## src/rtl/hdc_bundle_pkg.sv

```systemverilog
// hdc_bundle_pkg
// Shared definitions for the hypervector bundling sequencer:
//   - state_e    : sequencer FSM states
//   - LFSR_W     : tie-break LFSR width
//   - LFSR_TAPS  : Galois tap mask of the tie-break LFSR
//   - lfsr_next(): one right-shifting Galois step
package hdc_bundle_pkg;

  typedef enum logic [1:0] {
    ST_IDLE  = 2'd0,
    ST_ISSUE = 2'd1,
    ST_WAIT  = 2'd2,
    ST_FIN   = 2'd3
  } state_e;

  localparam int               LFSR_W    = 16;
  localparam logic [LFSR_W-1:0] LFSR_TAPS = 16'hB400;

  // Shift right; when the bit shifted out was 1, fold the tap mask back in.
  function automatic logic [LFSR_W-1:0] lfsr_next(input logic [LFSR_W-1:0] s);
    logic [LFSR_W-1:0] shifted;
    shifted = s >> 1;
    return s[0] ? (shifted ^ LFSR_TAPS) : shifted;
  endfunction

endpackage

```

## src/rtl/hv_lfsr.sv

```systemverilog
// hv_lfsr
// 16-bit Galois LFSR producing tie-break bits for the bundler.
// Ports:
//   clk  in   clock, rising edge
//   rst  in   synchronous active-high reset, loads SEED
//   step in   advance the register by one step this cycle
//   q    out  current LFSR state
module hv_lfsr
  import hdc_bundle_pkg::*;
#(
  parameter logic [LFSR_W-1:0] SEED = 16'hACE1
) (
  input  logic              clk,
  input  logic              rst,
  input  logic              step,
  output logic [LFSR_W-1:0] q
);

  logic [LFSR_W-1:0] lfsr_q;
  logic [LFSR_W-1:0] lfsr_d;

  always_comb begin
    lfsr_d = lfsr_q;
    if (step) begin
      lfsr_d = lfsr_next(lfsr_q);
    end
  end

  always_ff @(posedge clk) begin
    if (rst) begin
      lfsr_q <= SEED;
    end else begin
      lfsr_q <= lfsr_d;
    end
  end

  assign q = lfsr_q;

endmodule

```

## src/rtl/bundler_seq_ctrl.sv

```systemverilog
// bundler_seq_ctrl
// Walks a set of NUM_HVS latched hypervectors column by column, handing each
// bit column (plus LFSR tie-break bits when NUM_HVS is even) to the per-bit
// majority bundler and collecting its result into hv_out.
// Optional feature macro: BUNDLE_TIMEOUT_EN -- bounds each WAIT to TIMEOUT
// cycles, raising sticky err and finishing early when the bundler stalls.
// Ports:
//   clk, rst        clock / synchronous active-high reset
//   start           begin a bundle (only looked at in IDLE)
//   hv_in           NUM_HVS hypervectors, hv k at [k*DIM +: DIM]
//   busy            high from the cycle after start through FIN
//   done            one-cycle pulse in FIN
//   err             sticky timeout flag (always 0 without the macro)
//   hv_out          bundled result
//   bun_en          one-cycle request to the bundler
//   bun_bits        current bit column, bun_bits[k] = hv k bit idx
//   bun_tie_1/2     LFSR bits [0]/[1] for even NUM_HVS, else 0
//   bun_done        bundler completion (looked at in WAIT only)
//   bun_out_bit     bundler majority result, taken with bun_done
module bundler_seq_ctrl
  import hdc_bundle_pkg::*;
#(
  parameter int               NUM_HVS = 6,
  parameter int               DIM     = 64,
  parameter logic [LFSR_W-1:0] SEED    = 16'hACE1,
  parameter int               TIMEOUT = 16
) (
  input  logic                   clk,
  input  logic                   rst,
  input  logic                   start,
  input  logic [NUM_HVS*DIM-1:0] hv_in,
  output logic                   busy,
  output logic                   done,
  output logic                   err,
  output logic [DIM-1:0]         hv_out,
  output logic                   bun_en,
  output logic [NUM_HVS-1:0]     bun_bits,
  output logic                   bun_tie_1,
  output logic                   bun_tie_2,
  input  logic                   bun_done,
  input  logic                   bun_out_bit
);

  localparam int            IDX_W    = (DIM > 1) ? $clog2(DIM) : 1;
  localparam logic [IDX_W-1:0] IDX_LAST = IDX_W'(DIM - 1);

  state_e             state_q, state_d;
  logic [IDX_W-1:0]   idx_q, idx_d;
  logic [DIM-1:0]     hv_out_q, hv_out_d;
  logic               load;
  logic               lfsr_step;
  logic [LFSR_W-1:0]  lfsr_q;
  logic               col_active;

  // Buffer stored column-major so one index fetches the whole bit column.
  logic [NUM_HVS-1:0] hv_col [DIM];
  logic [NUM_HVS-1:0] col_mem [DIM];

  genvar gi, gj;
  generate
    for (gi = 0; gi < DIM; gi++) begin : g_col
      for (gj = 0; gj < NUM_HVS; gj++) begin : g_hv
        assign hv_col[gi][gj] = hv_in[gj*DIM + gi];
      end
    end
  endgenerate

  // Contents are don't-care after reset, so no reset term here.
  always_ff @(posedge clk) begin
    if (load) begin
      col_mem <= hv_col;
    end
  end

`ifdef BUNDLE_TIMEOUT_EN
  localparam int            TMO_W    = (TIMEOUT > 1) ? $clog2(TIMEOUT) : 1;
  localparam logic [TMO_W-1:0] TMO_LAST = TMO_W'(TIMEOUT - 1);

  logic             err_q, err_d;
  logic [TMO_W-1:0] tmo_q, tmo_d;
`else
  logic [31:0] unused_timeout;
  assign unused_timeout = TIMEOUT;
`endif

  // ---------------- next-state / datapath ----------------
  always_comb begin
    state_d   = state_q;
    idx_d     = idx_q;
    hv_out_d  = hv_out_q;
    load      = 1'b0;
    lfsr_step = 1'b0;
`ifdef BUNDLE_TIMEOUT_EN
    err_d     = err_q;
    tmo_d     = tmo_q;
`endif
    case (state_q)
      ST_IDLE: begin
        if (start) begin
          load     = 1'b1;
          idx_d    = '0;
          hv_out_d = '0;
`ifdef BUNDLE_TIMEOUT_EN
          err_d    = 1'b0;
`endif
          state_d  = ST_ISSUE;
        end
      end
      ST_ISSUE: begin
`ifdef BUNDLE_TIMEOUT_EN
        tmo_d   = '0;
`endif
        state_d = ST_WAIT;
      end
      ST_WAIT: begin
        if (bun_done) begin
          hv_out_d[idx_q] = bun_out_bit;
          lfsr_step       = 1'b1;
          if (idx_q == IDX_LAST) begin
            state_d = ST_FIN;
          end else begin
            idx_d   = idx_q + 1'b1;
            state_d = ST_ISSUE;
          end
        end
`ifdef BUNDLE_TIMEOUT_EN
        // Counter holds the number of WAIT cycles already spent without
        // bun_done; the TIMEOUT-th such cycle gives up.
        else if (tmo_q == TMO_LAST) begin
          err_d   = 1'b1;
          state_d = ST_FIN;
        end else begin
          tmo_d = tmo_q + 1'b1;
        end
`endif
      end
      ST_FIN: begin
        state_d = ST_IDLE;
      end
      default: begin
        state_d = ST_IDLE;
      end
    endcase
  end

  // ---------------- state registers ----------------
  always_ff @(posedge clk) begin
    if (rst) begin
      state_q  <= ST_IDLE;
      idx_q    <= '0;
      hv_out_q <= '0;
    end else begin
      state_q  <= state_d;
      idx_q    <= idx_d;
      hv_out_q <= hv_out_d;
    end
  end

`ifdef BUNDLE_TIMEOUT_EN
  always_ff @(posedge clk) begin
    if (rst) begin
      err_q <= 1'b0;
      tmo_q <= '0;
    end else begin
      err_q <= err_d;
      tmo_q <= tmo_d;
    end
  end
  assign err = err_q;
`else
  assign err = 1'b0;
`endif

  // ---------------- tie-break LFSR ----------------
  hv_lfsr #(
    .SEED (SEED)
  ) u_lfsr (
    .clk  (clk),
    .rst  (rst),
    .step (lfsr_step),
    .q    (lfsr_q)
  );

  // ---------------- outputs ----------------
  // Column and tie bits are only driven while a transaction is in flight so
  // that every output reads 0 out of reset and between bundles.
  assign col_active = (state_q == ST_ISSUE) || (state_q == ST_WAIT);
  assign busy       = (state_q != ST_IDLE);
  assign done       = (state_q == ST_FIN);
  assign bun_en     = (state_q == ST_ISSUE);
  assign hv_out     = hv_out_q;
  assign bun_bits   = col_active ? col_mem[idx_q] : '0;

  generate
    if ((NUM_HVS % 2) == 0) begin : g_even
      assign bun_tie_1 = col_active & lfsr_q[0];
      assign bun_tie_2 = col_active & lfsr_q[1];
    end else begin : g_odd
      assign bun_tie_1 = 1'b0;
      assign bun_tie_2 = 1'b0;
    end
  endgenerate

  logic unused_lfsr;
  assign unused_lfsr = ^lfsr_q;

endmodule

```

## config.mk

```make
export PLATFORM = sky130hd
export DESIGN_NAME = bundler_seq_ctrl
export DESIGN_NICKNAME = d
export VERILOG_FILES = /design/src/rtl/hdc_bundle_pkg.sv /design/src/rtl/hv_lfsr.sv /design/src/rtl/bundler_seq_ctrl.sv
export SDC_FILE = /design/constraint.sdc
export NUM_CORES = 1
export LEC_CHECK = 0
export BUFFER_PORTS_ARGS = -buffer_cell sky130_fd_sc_hd__buf_2
export CAP_MARGIN = 40
export CORE_MARGIN = 2
export CORE_UTILIZATION = 48
export DETAILED_ROUTE_END_ITERATION = 16
export PLACE_DENSITY = 0.75
export SETUP_SLACK_MARGIN = 0.3
export SLEW_MARGIN = 20
export SYNTH_ARGS = -nofsm -noshare
export SYNTH_HDL_FRONTEND = slang
export SYNTH_SLANG_ARGS = --single-unit
```

## constraint.sdc

```tcl
create_clock -name clk -period 10.2 [get_ports clk]
set_input_delay 1.02 -clock clk [delete_from_list [all_inputs] [get_ports clk]]
set_output_delay 1.02 -clock clk [all_outputs]
set_load 0.005 [all_outputs]
```

---- After elaboration in Yosys (flattened, before gate mapping) ----
Cells that the tools add are included.
cells by class
  $lt $le $gt $ge ......................... 3
  equality and inequality tests ........... 7
  reductions and logical operators ........ 8
  add/subtract/negate cells ............... 1
  bitwise gates (word level) .............. 4
  muxes and demuxes ....................... 23
operators by type and width
  kind                   number
  $mux W64               2
  $pmux W64 S2           1
  $bwmux W64             1
  $bmux W6 S6            1
  $mux W6                6
  $mux W16               1
  $pmux W6 S2            1
  $pmux W2 S4            1
  $ge A7 B7 Y1 const B   1
  $lt A6 B7 Y1 const B   1
  $not A6 Y7             1
  $add A6 B1 Y6 const B  1
  $demux W1 S6           1
  $eq A6 B6 Y1 const B   1
  $ge A6 B1 Y1 const B   1
  $mux W2                3
  $ne A2 B2 Y1 const B   3
  $mux W1                5
  $eq A2 B2 Y1 const B   2
  $not A3 Y4             1
  $reduce_and A4 Y1      1
  $reduce_bool A2 Y1     2
  $reduce_and A3 Y1      1
  $and A1 B1 Y1          2
  5 further kinds        5
word-level totals
  output and inout port bits .............. 76
  logic and storage cells ................. 114
  flip-flop bits (word level) ............. 472
  input bits .............................. 389

---- Depth between registers and ports, before layout ----
  depth after elaboration ................. 7
  gate-level depth with buffers ........... 10
  mapped depth without buffers ............ 7

---- By module ----
A second synthesis with hierarchy kept.
second synthesis, totals
  cell total of the unflattened synthesis .. 1266
  area, all modules ....................... 18764.2 um2
modules (own cells, without submodules)
  module            area each (um2)  cells each  sequential area each (um2)  instances
  bundler_seq_ctrl  18133.6          1210        12972.4                     1
  hv_lfsr           630.6            56          320.3                       1

---- Worst setup path after synthesis ----
OpenSTA, ideal clock, no wires.
  path type ............................... input to register
  from .................................... in start
  to ...................................... reg hv_out_q[12], in the netlist hv_out[12]
  library setup time ...................... 0.132 ns
  data arrival time ....................... 10.491 ns
  stages on the path ...................... 6
  slack ................................... -0.423 ns
  required time ........................... 10.068 ns
  buffers on the path ..................... 2
  cell sequence ........................... and2_1 -> nand2b_1 -> clkbuf_1 -> clkbuf_1 -> o211ai_1 -> a21oi_1
on the way
  cells in the longest elaborated chain, start to end .. 2
ends and longest elaborated chain
  element                             RTL line                 RTL
  start: declaration                  bundler_seq_ctrl.sv:30   input logic start,
  $ne A2 B2 Y1 (no source line)       -
  $reduce_and A3 Y1 (no source line)  -
  end signal: assignment              bundler_seq_ctrl.sv:155  hv_out_q <= hv_out_d;
  end: declaration                    bundler_seq_ctrl.sv:49   logic [DIM-1:0] hv_out_q, hv_out_d;
Every way passes these cells.
A chain may end at the register's enable or synchronous reset.

---- Worst setup path after layout ----
  from .................................... reg idx_q[1]
  to ...................................... out bun_bits[5]
on the way
  cells in the longest elaborated chain, start to end .. 5
ends and longest elaborated chain
  element                                     RTL line                 RTL
  start: declaration                          bundler_seq_ctrl.sv:48   logic [IDX_W-1:0] idx_q, idx_d;
  start signal: assignment                    bundler_seq_ctrl.sv:154  idx_q <= idx_d;
  $not A6 Y7 (implied by the code)            bundler_seq_ctrl.sv:192  assign bun_bits = col_active ? col_mem[idx_q] : '0;
  $bmux W6 S6                                 bundler_seq_ctrl.sv:192
  $mux W6 (implied by the code) (2 in a row)  bundler_seq_ctrl.sv:192
  $mux W6                                     bundler_seq_ctrl.sv:192
  end: declaration                            bundler_seq_ctrl.sv:37   output logic [NUM_HVS-1:0] bun_bits,
Every way passes these cells. The select of a mux whose other input is x is not followed.

==> results.md <==
* Status: finished, final reports clean
* Final Cycle Share at 0.507
* Placed instance area at approximately 0.022 mm²
* Die area at approximately 0.041 mm²
* Top post-synthesis cells by area: edfxtp_1 61%, dfxtp_1 9.3%, o211ai_1 2.7%, a21oi_1 2.7%, nand3_1 2.2%
* Routed WL at a little over 60000 µm
* Syn Inst Count at about 1300
* Worst-margin pin slew at roughly 850 ps
* Clock latency on the worst-skew pair at 590 ps
* Crit end category: output pin
* Layout cells sized above 1 at 0.355
* Via count at ~14000
* Grt total ovfl at 0
* CTS resizes at 0
* Synth Register Bits at 472
* Worst path arrival time at 4150 ps
* Core area at 0.0387 mm²
* Most frequent cells in the layout: 463 x buf_2, 384 x edfxtp_1, 101 x a21oi_1
* Most common cell after layout, fill and taps aside: buf_2
* Register area share after synthesis at 0.702
* IO Pins at 465
* Fin util at 0.606
* Max-capacitance violation count at 0
* Total design power at 4.70 mW
* Final setup violation count at 0
* DP HPWL at 43600 µm
* Reg clk slew, reported paths at about 70 ps
* Die Y at 203 µm
* Syn nets at 1720
* Crit Path Class: reg -> out
* Post-route design area at 0.0235 mm²
* Hold Fails Final Rpt at 0
* Hold Crit Depth at 2
* Initial antenna violation count at 23
* CTS buffer count at 47
* Skew final at 19.0 ps
* Final net count at 2147
* Die W at 203 µm
* Max H-tree Level at 2
* Hold Startpoint: u_lfsr.q[2]
* Clock Sinks at 472
* # rows at 72
* First-pass GRT wire length at 88600 µm
* Detail Route Antenna Nets at 0
* Max FO, Critical Path at 48
* Drt drc at 0
* Hold buffer count at CTS at 0
* Post-synth EDFFs at ~380
* Deepest clock path buffer count at 3
* RSZ-0062 raised after global routing: false
* Total Routing Usage GR at 0.296
* CTS tree: built
* Fillers at 3008
* Worst r2r dst: hv_out[46]
* Most used DFF post-synth: edfxtp_1
* First drt pass iteration count at 6
* Sum Neg Setup Slack at 0 ps
* Pleak at 8.53 nW
* Slew headroom at 0.418
* Post-Syn Area at roughly 0.019 mm²
* Starting density of the core at 0.489
* Async set-or-reset flop fraction in the synthesized netlist at 0
* Largest net degree at the start of global routing at 89
* Power density over the cells at 200 mW/mm²
* R2R Setup Slk at between 6000 and 7000 ps
* Type of origin of the critical path: flip-flop
* Yosys cell types at between 60 and 70
* Hold path endpoint: u_lfsr.q[1]
* Avg Cell Area, Syn at 14.3 µm²
* Post-CTS Setup Repair Bufs at 0
* Final Max Slew Viols at 0
* Critical Path RT at 9180 ps
* Max Clk Rate at 193 MHz
* Drt first-iter violations at ~1400
* Leading area contributor after synthesis: edfxtp_1
* GP Congestion at 1.01
* Synth-to-Final Area Change at 24.0%
* Root buffer cell: clkbuf_16
* Worst r2r path cells at 7
* Port Buffers at approximately 460
* Number of global-route vias before repair at 13500
* DR vias/cell at 6.04
* Hold crit path type: reg -> reg
* Tmin final at 5170 ps
* R2R Path Start: idx_q[2]
* VDD IR max at 0.156 mV
* Syn. warnings at 0
* Area fraction of the dominant cell type after synthesis at 0.609
* Routed len/inst at between 20 and 30 µm
registers in the layout, indices dropped and copies added, names as in the netlist:
| signal | flops |
|---|---|
| u_lfsr.q | 16 |
| col_mem | 384 |
| idx_q | 6 |
| state_q | 2 |
| hv_out | 64 |
synth_stat cells (3+ instances only):
cell type	instances
inv_1	6
a211o_1	3
and2_1	14
o41a_1	5
mux4_2	16
and3_1	12
nand2b_1	11
a21oi_1	101
clkbuf_1	68
or3_1	5
nor3_1	11
a221oi_1	47
buf_2	35
a2111oi_0	3
a41oi_1	5
nand2_1	64
ha_1	6
nand3_1	83
nor2b_1	11
or3b_2	9
nor2_1	25
edfxtp_1	384
a22o_1	4
buf_1	6
a22oi_1	34
a31oi_1	8
a221o_1	7
dfxtp_1	88
mux2_2	21
a32oi_1	5
buf_4	4
xnor2_1	4
mux2i_1	28
nand3b_1	24
o22a_1	3
o211ai_1	68
nor3b_1	10
o22ai_1	19
a211oi_1	13
o221ai_1	5
o21ai_0	20
critical path, cell delays in order (launching register included):
cell,delay [ps]
dfxtp_4,550
buf_4,560
buf_4,600
nor2_1,180
buf_4,240
a221oi_1,270
nor3_1,80
a2111oi_0,520
a41oi_1,290
buf_2,210
power breakdown:
part           leakage [nW]  switching, mW  total, mW  internal (mW)
combinational          3.39          0.315      0.490          0.175
sequential             4.36         0.0789       2.42           2.34
clock                 0.779          0.744       1.80           1.05
worst max path at each step:
stage	slack [ps]	from	end	cells after the start
detailed placement	5480	idx_q[2]	bun_bits[5]	7
global placement	5550	idx_q[2]	bun_bits[5]	7
floorplan	3730	start	hv_out[12]	6
CTS	4840	idx_q[2]	bun_bits[5]	7
finish	5030	idx_q[1]	bun_bits[5]	9
global route	4890	idx_q[1]	bun_bits[5]	8
metal layers:
layer / part of all wire / track usage / vias to the layer above
met5: 0.0023 / 0 / -
met2: 0.50 / 0.499 / 897
li1: - / - / 6150
met4: 0.028 / 0.0933 / 20
met3: 0.11 / 0.0756 / 142
met1: 0.37 / 0.376 / 6822
area by class of cell:
cell class              instances  area (µm²)  area share
flip-flops and latches        472       13300       0.567
multi-input cells             729        5140       0.219
repair buffers                493        2690       0.115
clock buffers                  60        1290      0.0549
well taps                     518         648      0.0276
clock inverters                28         322      0.0137
diodes                         14        35.0     0.00149
inverters                       9        33.8     0.00144
metrics by stage:
step	setup slack, ps	hold WS (ps)	std cells
6_report	5030	448	2323
5_1_grt	4890	463	2316
4_1_cts	4840	453	2303
3_5_place_dp	5480	442	2215
3_3_place_gp	5550	438	2208
2_1_floorplan	3730	432	1325
kinds of logic after synthesis:
kind of cell,share of synthesized area
flops,0.702
compound gates,0.134
simple gates,0.0831
buf+inv,0.0285
mux,0.0464
fa+ha+maj,0.00397
xor+xnor,0.00185
other cells,0.000198
No activity file was read; power rests on OpenSTA's default activity.
